### config.mk
export PLATFORM = sky130hd
export DESIGN_NAME = fir_decimator
export DESIGN_NICKNAME = d
export VERILOG_FILES = /design/src/rtl/fir_pkg.sv /design/src/rtl/fir_mac_unit.sv /design/src/rtl/fir_decimator.sv
export SDC_FILE = /design/constraint.sdc
export NUM_CORES = 2
export LEC_CHECK = 0
export ABC_AREA = 1
export BUFFER_PORTS_ARGS = -buffer_cell sky130_fd_sc_hd__buf_2
export CORE_ASPECT_RATIO = 0.5
export CORE_MARGIN = 2
export CORE_UTILIZATION = 40
export CTS_CLUSTER_SIZE = 20
export DETAILED_ROUTE_END_ITERATION = 10
export GPL_TIMING_DRIVEN = 0
export PLACE_DENSITY = 0.57
export SYNTH_ARGS = -nofsm -noshare
export SYNTH_HDL_FRONTEND = slang
export SYNTH_SLANG_ARGS = --single-unit
### constraint.sdc
create_clock -name clock -period 47.6 [get_ports clock]
set_clock_uncertainty 0.05 [all_clocks]
set_input_delay 7.14 -clock clock [delete_from_list [all_inputs] [get_ports clock]]
set_output_delay 7.14 -clock clock [all_outputs]
set_load 0.03 [all_outputs]
### src/rtl/fir_pkg.sv
// Shared constants, coefficient table, dequantizer and FSM states for the
// decimating FIR stage of the FM demod chain.
package fir_pkg;

    localparam int DATA_WIDTH = 32;
    localparam int TAPS       = 32;
    localparam int QUANT_BITS = 10;

    // Q10 signed low-pass taps, symmetric about the centre.
    localparam logic signed [DATA_WIDTH-1:0] FIR_COEFFS [TAPS] = '{
        -2, -3, -4, -5, -4,  0,  6,  3,
        14, 22, 34, 48, 62, 74, 82, 86,
        86, 82, 74, 62, 48, 34, 22, 14,
         3,  6,  0, -4, -5, -4, -3, -2
    };

    typedef enum logic [1:0] {
        S_FILL,
        S_MAC,
        S_WRITE
    } fir_state_t;

    // Arithmetic shift rounds toward -inf, then truncate to sample width.
    function automatic logic signed [DATA_WIDTH-1:0] dequantize(
        input logic signed [2*DATA_WIDTH-1:0] p
    );
        logic signed [2*DATA_WIDTH-1:0] s;
        s = p >>> QUANT_BITS;
        return s[DATA_WIDTH-1:0];
    endfunction

endpackage

### src/rtl/fir_mac_unit.sv
// Registered multiply followed by dequantize-and-accumulate; the accumulator
// wraps on overflow.
module fir_mac_unit
    import fir_pkg::*;
(
    input  logic                         clock,
    input  logic                         reset,
    input  logic                         clear,
    input  logic                         enable,
    input  logic signed [DATA_WIDTH-1:0] coeff,
    input  logic signed [DATA_WIDTH-1:0] sample,
    output logic signed [DATA_WIDTH-1:0] acc
);

    localparam int PW = 2 * DATA_WIDTH;

    logic signed [PW-1:0] product;
    logic                 product_vld;

    always_ff @(posedge clock) begin
        if (reset || clear) begin
            product     <= '0;
            product_vld <= 1'b0;
            acc         <= '0;
        end else begin
            product     <= PW'(coeff) * PW'(sample);
            product_vld <= enable;
            if (product_vld) begin
                acc <= acc + dequantize(product);
            end
        end
    end

endmodule

### src/rtl/fir_decimator.sv
// Decimating FIR: gathers DECIM samples from the FWFT input FIFO, runs one
// tap per cycle through the MAC unit, then pushes the result downstream.
module fir_decimator
    import fir_pkg::*;
#(
    parameter int DECIM = 8
) (
    input  logic                         clock,
    input  logic                         reset,
    output logic                         in_rd_en,
    input  logic                         in_empty,
    input  logic signed [DATA_WIDTH-1:0] in_dout,
    output logic                         out_wr_en,
    input  logic                         out_full,
    output logic signed [DATA_WIDTH-1:0] out_din
);

    localparam int CW = $clog2(TAPS + 1);
    localparam int IW = $clog2(TAPS);

    fir_state_t                   state;
    logic signed [DATA_WIDTH-1:0] x [TAPS];
    logic [CW-1:0]                fill_cnt;
    logic [CW-1:0]                tap_idx;
    logic [IW-1:0]                tap_sel;
    logic                         mac_en;
    logic                         mac_clr;
    logic signed [DATA_WIDTH-1:0] mac_coeff;
    logic signed [DATA_WIDTH-1:0] mac_sample;

    // Handshakes are gated by reset so an in-flight frame never writes.
    assign in_rd_en  = !reset && (state == S_FILL)  && !in_empty;
    assign out_wr_en = !reset && (state == S_WRITE) && !out_full;

    assign tap_sel    = tap_idx[IW-1:0];
    assign mac_en     = (state == S_MAC) && (tap_idx != CW'(TAPS));
    assign mac_clr    = out_wr_en;
    assign mac_coeff  = FIR_COEFFS[tap_sel];
    assign mac_sample = x[tap_sel];

    fir_mac_unit u_mac (
        .clock  (clock),
        .reset  (reset),
        .clear  (mac_clr),
        .enable (mac_en),
        .coeff  (mac_coeff),
        .sample (mac_sample),
        .acc    (out_din)
    );

    always_ff @(posedge clock) begin
        if (reset) begin
            state    <= S_FILL;
            fill_cnt <= '0;
            tap_idx  <= '0;
            for (int unsigned i = 0; i < TAPS; i++) begin
                x[i] <= '0;
            end
        end else begin
            case (state)
                S_FILL: begin
                    if (in_rd_en) begin
                        x[0] <= in_dout;
                        for (int unsigned i = 1; i < TAPS; i++) begin
                            x[i] <= x[i-1];
                        end
                        if (fill_cnt == CW'(DECIM - 1)) begin
                            fill_cnt <= '0;
                            tap_idx  <= '0;
                            state    <= S_MAC;
                        end else begin
                            fill_cnt <= fill_cnt + 1'b1;
                        end
                    end
                end
                S_MAC: begin
                    // Index TAPS is a drain cycle for the multiply pipeline register.
                    if (tap_idx == CW'(TAPS)) begin
                        state <= S_WRITE;
                    end else begin
                        tap_idx <= tap_idx + 1'b1;
                    end
                end
                S_WRITE: begin
                    if (!out_full) begin
                        state <= S_FILL;
                    end
                end
                default: state <= S_FILL;
            endcase
        end
    end

endmodule

* After elaboration in Yosys (flattened, before gate mapping)
Memory sizes are Yosys's and may differ from the RTL's. A register that Yosys moved wholly into a read port is not among the register bits.
Cells that the tools add are included.
** Word-level totals
- Bits in writable memories :: 1024
- Output and inout port bits :: 34
- Bits of input ports :: 36
- Memory bits (read-only) :: 1024
- Register bits after elaboration :: 89
- Memories kept :: 2
** Cells by class
- Multipliers :: 1
- Magnitude comparators :: 1
- Add/subtract/negate cells :: 3
- Bitwise operators :: 33
- Eq/ne operators :: 10
- Reductions and logical operators :: 14
- Muxes and demuxes :: 52
** Memory list
- (no name shown) :: words 32, bits a word 32, read ports 1, clocked after memory_dff 0, write ports 0, line fir_decimator.sv:38 : assign mac_coeff = FIR_COEFFS[tap_sel];
- x :: words 32, bits a word 32, read ports 32, clocked after memory_dff 1, write ports 32, line fir_decimator.sv:22 : logic signed [DATA_WIDTH-1:0] x [TAPS];
** Operators with widths (count)
- $mux 32 :: 34
- $mul 32x32->42 :: 1
- $add 32x32->32 :: 1
- $or 1x1->1 :: 32
- $mux 6 :: 4
- $add 6x1->6 const B :: 2
- $pmux 6 s2 :: 1
- $mux 5 :: 2
- $mux 2 :: 4
- $reduce_and 4->1 :: 2
- $eq 6x3->1 const B :: 1
- $eq 6x6->1 const B :: 1
- $ge 6x6->1 const B :: 1
- $mux 1 :: 6
- $ne 2x2->1 const B :: 3
- $ne 6x6->1 const B :: 1
- $not 5->6 :: 1
- $pmux 2 s3 :: 1
- $logic_and 1x1->1 :: 5
- $ne 2x1->1 const B :: 2
- $logic_not 1->1 :: 3
- $eq 2x1->1 const B :: 1
- $eq 2x2->1 const B :: 1
- $logic_not 2->1 :: 1
- other kinds (3) :: 3

* Longest topological paths before layout
- Word-level depth :: 8
- Depth in mapped cells :: 41

* By module
A second synthesis with hierarchy kept.
** Second synthesis, totals
- Cells, all modules :: 9874
- Area, all modules :: 81111.5 µm²
** By module, submodules not included
- fir_decimator :: instances 1, area an instance 50826.2 µm², cells each 5784, seq. area each 31129.9 µm²
- fir_mac_unit :: instances 1, area an instance 30285.3 µm², cells each 4090, seq. area each 1301.2 µm²

* Worst setup path after synthesis
Ideal clock, no wire load.
- Path type :: input -> register
- Start point :: in reset
- End point :: mem x[0][0], enable pin
- Cell stages on the path :: 6
- Arrival :: 24720 ps
- Setup slack :: 15799 ps
- Setup time :: 7031 ps
- Required time :: 40519 ps
- Path through :: clkbuf_1 > inv_2 > nand3_1 > clkbuf_1 > clkbuf_1 > nand2_1
** RTL lines
- from (decl) :: line fir_decimator.sv:9 : input logic reset,
- to (decl) :: line fir_decimator.sv:22

* Worst setup path in the final report
- Start point :: in reset
- End point :: out in_rd_en
** On the way
- Cells in the longest elaborated chain, start to end :: 3
** RTL lines
- $logic_not 1->1 :: line fir_decimator.sv:32 : assign in_rd_en = !reset && (state == S_FILL) && !in_empty;
- $logic_and 1x1->1 (2 in series) :: line fir_decimator.sv:32
- to (decl) :: line fir_decimator.sv:10 : output logic in_rd_en,
Every way passes these cells.

==> reports/results.txt <==
Status -> complete, but fails checks
Failing checks -> capacitance limit, slew limit
Cell Rows -> 105
Syn. warnings -> 0
Final min period -> 17220 ps
First-pass GRT wire length -> 352000 um
GRT overflow -> 0
R2r setup slk -> 34760 ps
Worst-skew pair later-pin latency -> 760 ps
Area delta synth->final -> 10.3%
Clock buffer depth -> 3
Max Cap Viol -> 11
Finished Layout Cells -> 9665
Number of synthesized flops with an enable pin -> 1024
Critical Path Max Stage Delay -> 910 ps
WS Path Type -> primary input to primary output
Cell Count Post-Placement -> 9471
Max Slew Vio Count -> 111
CP delay by family, top -> buffers and inverters
Post-DR wirelength/cell -> 26.1 um
Core ar. -> 0.164 mm2
Root buf cell -> clkbuf_16
Crit share post-route -> 0.362
Starting Density -> 0.402
Syn_nets -> 7774
H-Tree Depth -> 3
Initial antenna violation count -> 34
Share of layout cells above drive strength 1 -> 0.0497
Worst setup endpoint -> in_rd_en
Worst-margin pin slew -> 1730 ps
Drt first pass iters -> 8
Crit path top cell by count -> clkbuf_1
Vias in the first global route -> 49.3k
Synth top area share -> 0.467
WP buf/inv -> 5
Critical-path cell list -> clkbuf_1 -> inv_2 -> nand3_1 -> clkbuf_1 -> inv_1 -> buf_2
Hold slack final -> 450 ps
HPWL Detailed -> 182000 um
Total GRT Usage -> 0.295
Die area -> 0.168 mm2
RSZ-0062 raised after global routing -> false
CP Capture Type -> primary output
DIE WIDTH -> 578 um
DP Area -> 0.0695 mm2
Routed WL -> 252000 um
Slowest stage cell, crit path -> clkbuf_1
Die Span Y -> 291 um
Synth Instances -> 7192
Hold buffers post-CTS -> 0
Post-synthesis sequential area ratio -> 0.492
Mapped cell area -> 0.0659 mm2
CTS tree -> yes
IO Pins -> 70
#FFs+latches synth -> 1108
Crit path depth -> 6
Worst hold path type -> flop to flop
Fin area -> 0.0727 mm2
Area leader, netlist -> edfxtp_1
Post-CTS Setup Bufs -> 0
End of the worst register-to-register path -> u_mac.product[41]$_SDFF_PP0_
Post-route antenna net violation count -> 0
CP Data Required Time -> 40410 ps
Largest net degree at the start of global routing -> 71
Endpoints failing hold -> 0
Number of fill cells -> 15.9k
Worst Setup SP -> reset
Critical path launch point type -> primary input
Reg clk slew, reported paths -> 80 ps
DRC violations left -> 0
CP arrival -> 10030 ps
Final net count -> 7965
Port-buffer cells -> 68
Fmax -> 58.1 MHz
Crit Path Max Fanout -> 10
Top post-synthesis cells by area -> edfxtp_1, fa_1, inv_1
GP Congestion -> 0.967
Final setup viols -> 0
Avg Vias per Cell -> 5.47
Num CTS Buffers -> 103
Number of library cell types mapped by synthesis -> 52
Mean Syn Cell Area -> 9.16 um2
Post-cts gate resize count -> 0
Asr flop ratio synth -> 0
Synth Flop Type -> edfxtp_1
Worst R2R Path Depth -> 33
Total Neg Setup Slack -> 0 ps
Iteration-0 DRC Markers -> 9339
Clk sinks -> 1108
Total number of vias -> 52.9k
Rel. slew slack -> -0.157
-- per-layer routing --
layer	GRT usage	part of all wire	vias up
li1	-	-	23363
met1	0.402	0.40	25481
met2	0.433	0.42	3397
met3	0.0968	0.14	627
met4	0.117	0.048	12
met5	0	0.00036	-
-- per-stage QoR --
| stage | setup WS, ps | util |
|---|---|---|
| finish | 30380 | 0.444 |
| global route | 30430 | 0.444 |
| CTS | 30470 | 0.444 |
| detailed placement | 30470 | 0.424 |
| global placement | 1920 | 0.421 |
| floorplan | 15800 | - |
-- final cells by class --
| class | count | area, um2 | area share |
|---|---|---|---|
| diodes | 9 | 22.5 | 0.000310 |
| plain buffers | 370 | 1570 | 0.0216 |
| clock buffers | 128 | 2690 | 0.0370 |
| clock inverters | 57 | 510 | 0.00702 |
| inverters | 1530 | 5750 | 0.0791 |
| multi-input cells | 4184 | 26200 | 0.360 |
| flip-flops and latches | 1108 | 32400 | 0.446 |
| well taps | 2193 | 2740 | 0.0377 |
| repair buffers | 86 | 821 | 0.0113 |
-- sequential cells by signal (all words and copies together), names as in the netlist, named ones only --
name,count
fill_cnt,6
state,2
tap_idx,6
u_mac.acc,32
u_mac.product,32
u_mac.product_vld,1
x,1024
-- worst min-delay path by stage --
stage,slack (ps),from,depth (start not counted),to
2_1_floorplan,430,fill_cnt[1]$_SDFFE_PP0P_,2,fill_cnt[1]$_SDFFE_PP0P_
6_report,450,x[27][4]$_SDFFCE_PP0P_,2,x[28][4]$_SDFFCE_PP0P_
5_1_grt,470,x[29][14]$_SDFFCE_PP0P_,2,x[30][14]$_SDFFCE_PP0P_
3_5_place_dp,460,fill_cnt[5]$_SDFFE_PP0P_,2,fill_cnt[5]$_SDFFE_PP0P_
4_1_cts,460,x[29][14]$_SDFFCE_PP0P_,2,x[30][14]$_SDFFCE_PP0P_
3_3_place_gp,440,fill_cnt[1]$_SDFFE_PP0P_,2,fill_cnt[1]$_SDFFE_PP0P_
-- placed cells by master, fill, tap and decap left out, types with 26 or more instances in the layout --
cell type / netlist / layout
inv_1: 1513 / 1513
nor2_1: 1365 / 1365
edfxtp_1: 1024 / 1024
o21ai_0: 713 / 713
a21oi_1: 624 / 624
nand2_1: 432 / 431
fa_1: 367 / 367
clkbuf_1: 262 / 277
nand3_1: 237 / 237
ha_1: 179 / 179
buf_2: 80 / 148
clkbuf_16: 0 / 104
dfxtp_1: 84 / 84
xor2_1: 41 / 41
o21ai_1: 40 / 40
xnor2_1: 28 / 28
clkinv_1: 2 / 26
-- synth_stat cells (19+ instances only) --
master    instances
xnor2_1          28
nor2_1         1365
clkbuf_1        262
fa_1            367
buf_2            80
nand3_1         237
a21oi_1         624
dfxtp_1          84
nand2_1         432
xor2_1           41
edfxtp_1       1024
o21ai_0         713
nor3_1           19
a31oi_1          20
inv_1          1513
o21ai_1          40
ha_1            179
-- worst reg2reg max path: cells and delay by family (launching register included) --
family	cells	cell delay (ps)
AO/OA/AOI/OAI	3	510
XOR/XNOR	1	450
adder cells (fa/ha/maj)	9	4660
buffers and inverters	11	4440
flip-flops	1	310
AND/OR/NAND/NOR	9	2260
-- cell families (layout without fill, tap and decap cells) --
kind of cell,count (synthesis),after routing,share of synthesized area
xor+xnor,69,69,0.00917
other cells,0,9,0
flops,1108,1108,0.492
buf+inv,1900,2171,0.111
compound gates,1474,1474,0.116
fa+ha+maj,546,546,0.145
simple gates,2095,2095,0.127
Power is not shown: default switching activity piles up to over one toggle a cycle in this logic, so the estimate is an artifact.
